===== config.mk =====
export PLATFORM = sky130hd
export DESIGN_NAME = fetch_stage
export DESIGN_NICKNAME = d
export VERILOG_FILES = /design/src/rtl/fetch_stage.sv
export SDC_FILE = /design/constraint.sdc
export NUM_CORES = 1
export LEC_CHECK = 0
export ABC_AREA = 1
export CORE_UTILIZATION = 32
export DETAILED_ROUTE_END_ITERATION = 7
export SETUP_SLACK_MARGIN = 0.3
export SYNTH_ARGS = -nofsm -noshare
export SYNTH_HDL_FRONTEND = slang
export SYNTH_SLANG_ARGS = --single-unit

===== constraint.sdc =====
create_clock -name clk -period 2.85 [get_ports clk]
set_input_delay 0.57 -clock clk [delete_from_list [all_inputs] [get_ports clk]]
set_output_delay 0.57 -clock clk [all_outputs]
set_load 0.005 [all_outputs]

===== src/rtl/fetch_stage.sv =====
// Instruction fetch stage: walks the PC through a combinational ROM, hands words to
// decode with a valid/ready handshake, and stops permanently on a range or alignment error.
module fetch_stage #(
    parameter int unsigned           DATA_WIDTH = 32,
    parameter logic [DATA_WIDTH-1:0] RESET_PC   = '0,
    parameter int unsigned           ROM_BYTES  = 32
) (
    input  logic                  clk,
    input  logic                  rst_n,
    output logic [DATA_WIDTH-1:0] pc_out,
    input  logic [DATA_WIDTH-1:0] rom_dout,
    input  logic                  pc_src,
    input  logic [DATA_WIDTH-1:0] pc_target,
    input  logic                  id_ready,
    output logic [DATA_WIDTH-1:0] instr_out,
    output logic [DATA_WIDTH-1:0] instr_pc,
    output logic                  instr_valid,
    output logic                  halted
);

    localparam logic [DATA_WIDTH-1:0] LAST_PC  = DATA_WIDTH'(ROM_BYTES - 32'd4);
    localparam logic [DATA_WIDTH-1:0] PC_STEP  = DATA_WIDTH'(32'd4);
    localparam logic [DATA_WIDTH-1:0] NOP_WORD = DATA_WIDTH'(32'h0000_0013);

    typedef enum logic [1:0] {
        ST_IDLE   = 2'd0,
        ST_FETCH  = 2'd1,
        ST_HALTED = 2'd2
    } state_t;

    state_t                r_state,  w_state_nxt;
    logic [DATA_WIDTH-1:0] r_pc,     w_pc_nxt;
    logic [DATA_WIDTH-1:0] r_instr,  w_instr_nxt;
    logic [DATA_WIDTH-1:0] r_ipc,    w_ipc_nxt;
    logic                  r_valid,  w_valid_nxt;
    logic                  r_halted, w_halted_nxt;
    logic                  w_advance;

    assign w_advance = (!r_valid || id_ready) && !pc_src;

    // Next-state and next-output decode; a completed transfer drops valid unless refilled.
    always_comb begin
        w_state_nxt  = r_state;
        w_pc_nxt     = r_pc;
        w_instr_nxt  = r_instr;
        w_ipc_nxt    = r_ipc;
        w_valid_nxt  = r_valid && !id_ready;
        w_halted_nxt = r_halted;
        case (r_state)
            ST_IDLE: begin
                w_state_nxt = ST_FETCH;
            end
            ST_FETCH: begin
                if (pc_src) begin
                    w_valid_nxt = 1'b0;
                    if (pc_target[1:0] != 2'b00) begin
                        w_state_nxt  = ST_HALTED;
                        w_halted_nxt = 1'b1;
                    end else begin
                        w_pc_nxt = pc_target;
                    end
                end else if (w_advance) begin
                    if (r_pc > LAST_PC) begin
                        w_state_nxt  = ST_HALTED;
                        w_halted_nxt = 1'b1;
                    end else begin
                        w_instr_nxt = rom_dout;
                        w_ipc_nxt   = r_pc;
                        w_valid_nxt = 1'b1;
                        w_pc_nxt    = r_pc + PC_STEP;
                    end
                end
            end
            ST_HALTED: begin
                w_state_nxt = ST_HALTED;
            end
            default: begin
                w_state_nxt = ST_IDLE;
            end
        endcase
    end

    always_ff @(posedge clk or negedge rst_n) begin
        if (!rst_n) begin
            r_state  <= ST_IDLE;
            r_pc     <= RESET_PC;
            r_instr  <= NOP_WORD;
            r_ipc    <= '0;
            r_valid  <= 1'b0;
            r_halted <= 1'b0;
        end else begin
            r_state  <= w_state_nxt;
            r_pc     <= w_pc_nxt;
            r_instr  <= w_instr_nxt;
            r_ipc    <= w_ipc_nxt;
            r_valid  <= w_valid_nxt;
            r_halted <= w_halted_nxt;
        end
    end

    assign pc_out      = r_pc;
    assign instr_out   = r_instr;
    assign instr_pc    = r_ipc;
    assign instr_valid = r_valid;
    assign halted      = r_halted;

endmodule


==> out/summary.md, run 1 <==
The flow ran to the end, and the final reports show no timing, DRC or antenna violations. After technology mapping, the gate count stands at 678. The tools report the maximum operating frequency as 472 MHz. At the worst endpoint, the required time is 3.14 ns. In this run the top signal layer used is met4. Once the clock tree was built, the resizer swapped 0 gates to a different size. The number of inserted filler cells in the final layout came out at 1535. Summing the areas of all compound-gate instances in the mapped netlist gives 3.34% of the synthesized area. The first global-routing pass estimated 23200 um of wire. Counting every net in the synthesized netlist gives 749. In this run the worst hold path is classified as primary input to asynchronous set/reset pin. The run gives 4376 as the number of global-route vias before repair. The later pin in the worst-skew pair is clocked with a latency of 0.35 ns. The synthesized area per cell works out to 7.41 sq um. Hold repair after CTS inserted 0 buffers. In this run the standard cell core region covers 15300 sq um. The share of flip-flops with an asynchronous set or reset came out at 100%. The y dimension of the die is 127 um, and the number of buffers between clock root and the deepest sink is 2.

Setup repair after global routing left no endpoint under its margin. During synthesis, Yosys emitted a total of 0 warnings. The tools report the final number of hold-violating endpoints as 0.

Summed over all nets, wire length on met2 after detailed routing comes to 6710 um. The number of different library cells used by synthesis comes to 29. In this run the critical register-to-register path is captured at instr_out[31]. Buffers inserted during clock tree synthesis total 9. CTS built an H-tree with a depth of 3. The number of design-rule violations left by the first detailed-router iteration came out at 256. Worst flop-to-flop path startpoint: pc_out[2]. In the finished design, the share of the clock period the worst path needs comes to 74.3%. The pin count of the biggest net entering global routing was 62; the post-synthesis share of cell area spent on full adders, half adders and majority gates was 0.747%. The actual slew at the worst max-slew pin is 0.730 ns, and the remaining number of nets flagged by the antenna check after routing is 0.

Largest area contributor in the netlist: sky130_fd_sc_hd__dfrtp_1. The routed length per instance is 13.7 um, and the total negative slack for setup checks is 0 ns. By area, the combinational part of the netlist is dominated by simple AND/OR/NAND/NOR gates. The worst path in the final design needs a cycle of 2.12 ns, including I/O delays and setup.

Before antenna repair, the detailed router went through 5 iterations. Detailed placement finished with a half-perimeter wire length of 10600 um. The number of placed instances, taps included, is 1041. The layout-stage area growth over the synthesis result was 43.1%. The routed layout has 4672 vias.

The net count of the finished layout is 912. The logs give 0 for the max-cap check violation count and 51.3% for the worst relative slew slack. For this run, design rule violations remaining after detail routing come to 0. The count of buffers added on input and output ports is 165. For this block, wires on met1 add up to 6920 um. The clock-pin slew on the worst setup and hold paths is 0.07 ns, and the total I/O pin count is 166.

The logs give 0 for the number of max-slew violations in the final report and 0 for the number of antenna violations at the first check in global routing. The total of endpoints with negative setup slack in the final report is 0, and the XOR/XNOR share of the synthesized area is 0.523%. For the worst clock skew on the final layout, the log shows 0.0106 ns. For this configuration, the core starts out at a cell density of 32.9%.

The static power due to leakage was 3.41 nW. In this run, synthesis inferred 0 flip-flops with an integrated enable. The worst setup path is captured at a flip-flop.

For this design the ratio of total power to cell area is 638 nW/um^2. The share of layout cells above drive strength 1 works out to 6.26%. Yosys attributes the largest share of cell area to sky130_fd_sc_hd__dfrtp_1 (48%), sky130_fd_sc_hd__nand2_1 (20%), sky130_fd_sc_hd__nor2_1 (6.7%). The run gives 0 as the count of buffers added by post-CTS timing repair for setup. Global routing used 18.5% of the available tracks across all layers. The floorplan has 45 rows. The die extent in x came out at 127 um. For this run, the leading register cell type out of synthesis is sky130_fd_sc_hd__dfrtp_1. Excluding fillers, the count of instances in the completed layout stands at 1058. Launching element type of the critical path: a flip-flop.

For this run, the register share of the synthesized area comes to 49.9%. The congestion estimate from routability-driven global placement came to 0.906. The minimum setup slack among reg-to-reg paths is 0.73 ns.

The origin of the worst setup path was pc_out[2]. The clock tree root buffer cell is sky130_fd_sc_hd__clkbuf_16. STA puts the critical path data arrival time at 2.41 ns. The floorplan step defined a die boundary enclosing 16200 sq um. The critical setup path kind was flip-flop to flip-flop. TritonCTS built the clock tree. After synthesis the netlist holds a flip-flop and latch count of 100. The detailed-route wire length came out at 14500 um.

After global routing the overflow that remains totals 0. Counting cells, the worst reg-to-reg path comes to 11. For the worst ir drop on vdd, the log shows 0.367 mV.

The portion of synthesized area spent on multiplexers is 0.398%. The sum of internal, switching and leakage power came out at 4.59 mW. Summed over its instances, the top area cell type makes up 48.3% of the synthesized netlist area. The ratio of routed vias to standard cells was 4.42; the cell area after technology mapping was 5030 sq um. In this run the worst path has a maximum fanout of 61. The number of clock sinks seen by CTS was 100. Of the total synthesized cell area, the portion taken by AND, OR, NAND and NOR gates is 37.0%. Detailed routing placed a total of 572 um of wire on met3.
critical path: stages, from the launching register on:
cell,delay (ns)
sky130_fd_sc_hd__dfrtp_1,0.49
sky130_fd_sc_hd__ha_1,0.33
sky130_fd_sc_hd__nand2_1,0.12
sky130_fd_sc_hd__nor2_1,0.05
sky130_fd_sc_hd__nor2_1,0.07
sky130_fd_sc_hd__nand2_1,0.13
sky130_fd_sc_hd__nor2_4,0.17
sky130_fd_sc_hd__nand2_2,0.13
sky130_fd_sc_hd__nor2_8,0.12
sky130_fd_sc_hd__buf_12,0.24
sky130_fd_sc_hd__nand2_1,0.09
sky130_fd_sc_hd__nand2_1,0.07
power breakdown:
part / internal, mW / switching, mW / total [mW]
logic: 0.682 / 0.615 / 1.30
clock network: 0.697 / 0.576 / 1.27
registers: 1.62 / 0.397 / 2.02
flip-flops by register name (all words and copies together), names as in the netlist:
signal and cells:
pc_out 32, r_state 2, halted 1, instr_out 32, instr_pc 32, instr_valid 1
per-stage QoR:
| stage | setup slack [ns] | cell area (sq um) | hold slack (ns) | utilization (%) |
|---|---|---|---|---|
| after floorplan | 1.08 | 5030 | 0.274 | - |
| final | 0.731 | 7190 | 0.253 | 47.2 |
| after CTS | 0.725 | 7190 | 0.292 | 47.1 |
| after global routing | 0.506 | 7190 | 0.313 | 47.1 |
| after global placement | 0.466 | 6880 | 0.450 | 45.1 |
| after detailed placement | 0.460 | 6880 | 0.457 | 45.1 |
per-layer routing:
layer | vias to the layer above | global-route usage, %
li1 | 2402 | -
met1 | 2137 | 25.6
met2 | 117 | 29.2
met3 | 16 | 2.47
met4 | 0 | 7.77
met5 | - | 0
synthesized netlist by cell type (all sizes together) (3+ instances only):
| library cell | count |
|---|---|
| o21ai | 24 |
| nand3 | 53 |
| buf | 13 |
| dfstp | 3 |
| inv | 72 |
| dfrtp | 97 |
| nand4 | 6 |
| ha | 3 |
| nand2 | 274 |
| clkbuf | 8 |
| nor2 | 95 |
| or2 | 16 |
cell usage in the layout (no fill, tap or decap), types with 2 or more instances in the layout:
cell type,instances
sky130_fd_sc_hd__clkdlybuf4s50_1,164
sky130_fd_sc_hd__inv_8,2
sky130_fd_sc_hd__nand2_2,2
sky130_fd_sc_hd__xor2_1,2
sky130_fd_sc_hd__o21bai_1,2
sky130_fd_sc_hd__a21oi_1,2
sky130_fd_sc_hd__buf_4,7
sky130_fd_sc_hd__inv_1,71
sky130_fd_sc_hd__nand2_1,272
sky130_fd_sc_hd__nor2_1,90
sky130_fd_sc_hd__mux2i_1,2
sky130_fd_sc_hd__buf_12,2
sky130_fd_sc_hd__clkbuf_16,9
sky130_fd_sc_hd__dfstp_2,3
sky130_fd_sc_hd__dfrtp_1,97
sky130_fd_sc_hd__nand3_1,53
sky130_fd_sc_hd__or2_2,16
sky130_fd_sc_hd__ha_1,3
sky130_fd_sc_hd__nor2_4,2
sky130_fd_sc_hd__o21ai_0,24
sky130_fd_sc_hd__nor2_8,2
sky130_fd_sc_hd__nand4_1,6
cell type report:
| cell class | count | area (sq um) | share of cell area (%) |
|---|---|---|---|
| clock buffer | 9 | 225 | 3.13 |
| inverter | 72 | 270 | 3.76 |
| antenna | 1 | 2.50 | 0.0348 |
| multi-input combinational | 485 | 2110 | 29.3 |
| sequential | 100 | 2510 | 34.8 |
| tap | 211 | 264 | 3.67 |
| timing repair buffer | 173 | 1730 | 24.1 |
| clock inverter | 7 | 82.6 | 1.15 |
worst max-delay path by stage:
stage	to	cells after the start
floorplan	pc_out[20]	11
global placement	pc_out[30]	12
detailed placement	instr_out[12]	11
CTS	instr_out[19]	11
global route	instr_out[28]	11
finish	instr_out[31]	11
cell families after synthesis:
group	count (synthesis)
xor gates and xnor gates	3
and+or+nand+nor	446
buffers and inverters	93
muxes	2
AOI/OAI and AO/OA	31
DFF	100
adders and majority gates	3
Power figures use the tool's default switching activity.
==> inputs of run 2 (changes only) <==
- clock period: 2.85 -> 2 ns (I/O delays scaled with it)
==> run 2 against run 1 <==
Critical path depth unchanged. Via count rose by 9.4%. Sequential cell count unchanged. Clock power rose by 45%. Global-route usage increased by 1.6 points. Setup slack worse by 0.52 ns. Core utilization grew 6.7 points. Hold slack improved by 0.21 ns. Wire length increased by 13%.
==> out/summary.md, run 2 (same netlist as run 1, synthesis figures left out) <==
The y dimension of the die was 127 um (unchanged); the routed length on met2 was 7790 um (was 6710 um). Sort of element at the end of the critical path: a flip-flop (unchanged). The number of inserted filler cells in the final layout was 1461 (was 1535); the largest driver fanout on the critical path was 7 (was 61).

The run gives 2 (unchanged) as the number of buffers between clock root and the deepest sink. The total of endpoints with negative setup slack in the final report was 0 (unchanged); the power per unit of standard cell area was 890 nW/um^2 (was 638 nW/um^2). Critical path arrival: 2.03 ns (was 2.41 ns).

Starting utilization of the core area: 32.9% (unchanged). The tools report the max-cap check violation count as 0 (unchanged). For the post-route non-filler standard cell count, the log shows 1129 (was 1058). Pin count of the biggest net entering global routing: 44 (was 62).

The run gives 0 (unchanged) as the remaining number of nets flagged by the antenna check after routing. Master of the slowest instance on the critical path: sky130_fd_sc_hd__dfrtp_1 (unchanged). The clock-pin slew on the worst setup and hold paths was 0.07 ns (about the same). The smallest hold slack was 0.460 ns (was 0.253 ns); the portion of the clock cycle consumed by the worst path in the final layout was 89.4% (was 74.3%).

For the routability congestion estimate from global placement, the log shows 0.868 (was 0.906). The actual slew at the worst max-slew pin is 0.479 ns (was 0.730 ns). The core area is 15300 sq um (unchanged), and the number of placed instances, taps included is 1069 (was 1041). The share of layout cells above drive strength 1 was 21.4% (was 6.26%); the die footprint was 16200 sq um (unchanged).

The clock network fraction of total power is 25.1% (was 27.8%). The static power due to leakage came out at 4.06 nW (was 3.41 nW). The wire length of the first global-routing pass came out at 24900 um (was 23200 um). TritonCTS built the clock tree. The diode insertion count for antenna repair came out at 0 (was 1).

Critical setup path kind: flip-flop to flip-flop (unchanged). Layout-stage area growth over the synthesis result: 63.5% (was 43.1%). For the total global-route track usage, the log shows 20.2% (was 18.5%). The total CTS buffers was 9 (unchanged). The tools report the launching element type of the critical path as a flip-flop (unchanged). The count of TritonRoute iterations in the first routing pass was 5 (unchanged); the routed length per instance was 14.5 um (was 13.7 um). The DRC violation count after routing was 0 (unchanged). The worst clock skew on the final layout came out at 0.00688 ns (was 0.0106 ns). Setup repair after global routing could not meet its margin everywhere. The run finished with clean final reports. Worst hold-check path type: flip-flop to flip-flop (was primary input to asynchronous set/reset pin).

The final number of hold-violating endpoints is 0 (unchanged), and the die extent in x is 127 um (unchanged). For the worst ir drop on vdd, the log shows 0.470 mV (was 0.367 mV). The dominant cell type by count on the critical path was sky130_fd_sc_hd__nand2_1 (unchanged). The sum of net half-perimeters after detailed placement was 11200 um (was 10600 um); the final period demand of the worst path was 1.79 ns (was 2.12 ns).

Total number of vias: 5112 (was 4672). Cell breakdown of the critical path: buf_4 -> nor2_1 -> nand2_1 -> nor2_1 -> nand2_1 -> nor2_4 -> nand4_1 -> buf_6 -> clkbuf_16 -> nand2_2 -> nand2_1 (was ha_1 -> nand2_1 -> nor2_1 -> nor2_1 -> nand2_1 -> nor2_4 -> nand2_2 -> nor2_8 -> buf_12 -> nand2_1 -> nand2_1). The logs give 0 (unchanged) for the aggregate global routing overflow and 0 ns (unchanged) for the total negative slack for setup checks. The total I/O pin count came out at 166 (unchanged). For the data required time of the critical path, the log shows 2.25 ns (was 3.14 ns).

The logs give 0 (unchanged) for the number of antenna violations at the first check in global routing and 3 (unchanged) for the number of H-tree levels. The routed metal-1 wirelength was 7280 um (was 6920 um). The uppermost layer routed was met4 (unchanged). The final worst setup slack is 0.213 ns (was 0.731 ns), and the delay of the slowest cell on the worst path is 0.39 ns (was 0.49 ns). The sum of internal, switching and leakage power was 7.31 mW (was 4.59 mW); the internal power was 4.82 mW (was 3.00 mW). Most common cell after layout, fill and taps aside: sky130_fd_sc_hd__nand2_1 (unchanged). The power share of the sequential group was 35.7% (was 44.0%); the clock latency reported for the late side of the worst-skew pair was 0.35 ns (about the same). The number of max-slew violations in the final report is 0 (unchanged), and the total net switching power is 2.50 mW (was 1.59 mW).

The number of clock sinks seen by CTS is 100 (unchanged). The number of I/O port buffers is 165 (unchanged). Clock tree root buffer cell: sky130_fd_sc_hd__clkbuf_16 (unchanged).

Switching share of power: 34.1% (was 34.6%). The pre-CTS setup slack is -0.0451 ns (was 0.460 ns). Leading cell types in the layout, fill and taps excluded: sky130_fd_sc_hd__nand2_1 (237), sky130_fd_sc_hd__clkdlybuf4s50_1 (131), sky130_fd_sc_hd__dfrtp_1 (87) (was sky130_fd_sc_hd__nand2_1 (272), sky130_fd_sc_hd__clkdlybuf4s50_1 (164), sky130_fd_sc_hd__dfrtp_1 (97)). The logs give 16400 um (was 14500 um) for the detailed-route wire length and 348 (was 256) for the number of design-rule violations left by the first detailed-router iteration. The total number of placement rows is 45 (unchanged), and the number of nets in the final layout is 984 (was 912). The logs give 39.2% (was 28.3%) for the proportion of power drawn by combinational gates and 4617 (was 4376) for the number of global-route vias before repair.

The ratio of routed vias to standard cells was 4.53 (was 4.42); the worst relative slew slack was 68.1% (was 51.3%). The maximum operating frequency came out at 560 MHz (was 472 MHz). For the met3 routed wirelength, the log shows 785 um (was 572 um).
## run 2: worst max-delay path: cells and delay by family (launching register included)
kind	cells	cell delay (ns)
and+or+nand+nor	8	0.78
buffers and inverters	3	0.49
DFF	1	0.39
## run 2: metal layers
layer  track usage [%]  vias to the layer above
met2              32.0                      160
met5                 0                        -
met4              8.75                        0
met3              3.56                       34
met1              27.1                     2361
li1                  -                     2557
## run 2: final timing paths
| check | from | end | slack (ns) | cells past startpoint |
|---|---|---|---|---|
| worst max-delay path | pc_out[19] | instr_out[24] | 0.21 | 11 |
| min in group asynchronous | rst_n | instr_pc[13] | 0.54 | 2 |
| worst max register to register | pc_out[19] | instr_out[24] | 0.21 | 11 |
| max in group asynchronous | rst_n | instr_out[0] | 0.86 | 3 |
| worst min register to register | instr_out[0] | instr_out[0] | 0.46 | 2 |
| worst min-delay path | instr_out[0] | instr_out[0] | 0.46 | 2 |
## run 2: power by group through the flow
stage | logic (mW) | clock network, mW | registers [mW]
2_1_floorplan | 0.904 | 0 | 2.76
4_1_cts | 2.78 | 1.90 | 2.62
5_1_grt | 3.14 | 1.97 | 2.65
3_3_place_gp | 2.42 | 0 | 2.64
6_report | 2.87 | 1.84 | 2.61
3_5_place_dp | 2.44 | 0 | 2.65
## run 2: timing repair
action	in CTS	in global routing
cloned	2	8
endpoints found under the setup margin	116	102
gates resized for setup	58	78
pin swaps	2	12
setup buffers	27	6
hold endpoints to repair	3	0
hold buffers	1	0
## run 2: final cells by class
cell class                      count  area [sq um]  area share (%)
Timing Repair Buffer              245          2540            30.9
Sequential cell                   100          2520            30.6
Multi-Input combinational cell    485          2320            28.2
Inverter                           72           270            3.29
Tap cell                          211           264            3.21
Clock buffer                       10           239            2.91
Clock inverter                      6          70.1           0.852
## run 2: stage by stage
step / cell area [sq um] / utilization (%)
after global routing: 8220 / 53.9
final: 8220 / 53.9
after CTS: 7820 / 51.2
after detailed placement: 7180 / 47.1
after floorplan: 5040 / -
after global placement: 7180 / 47.1
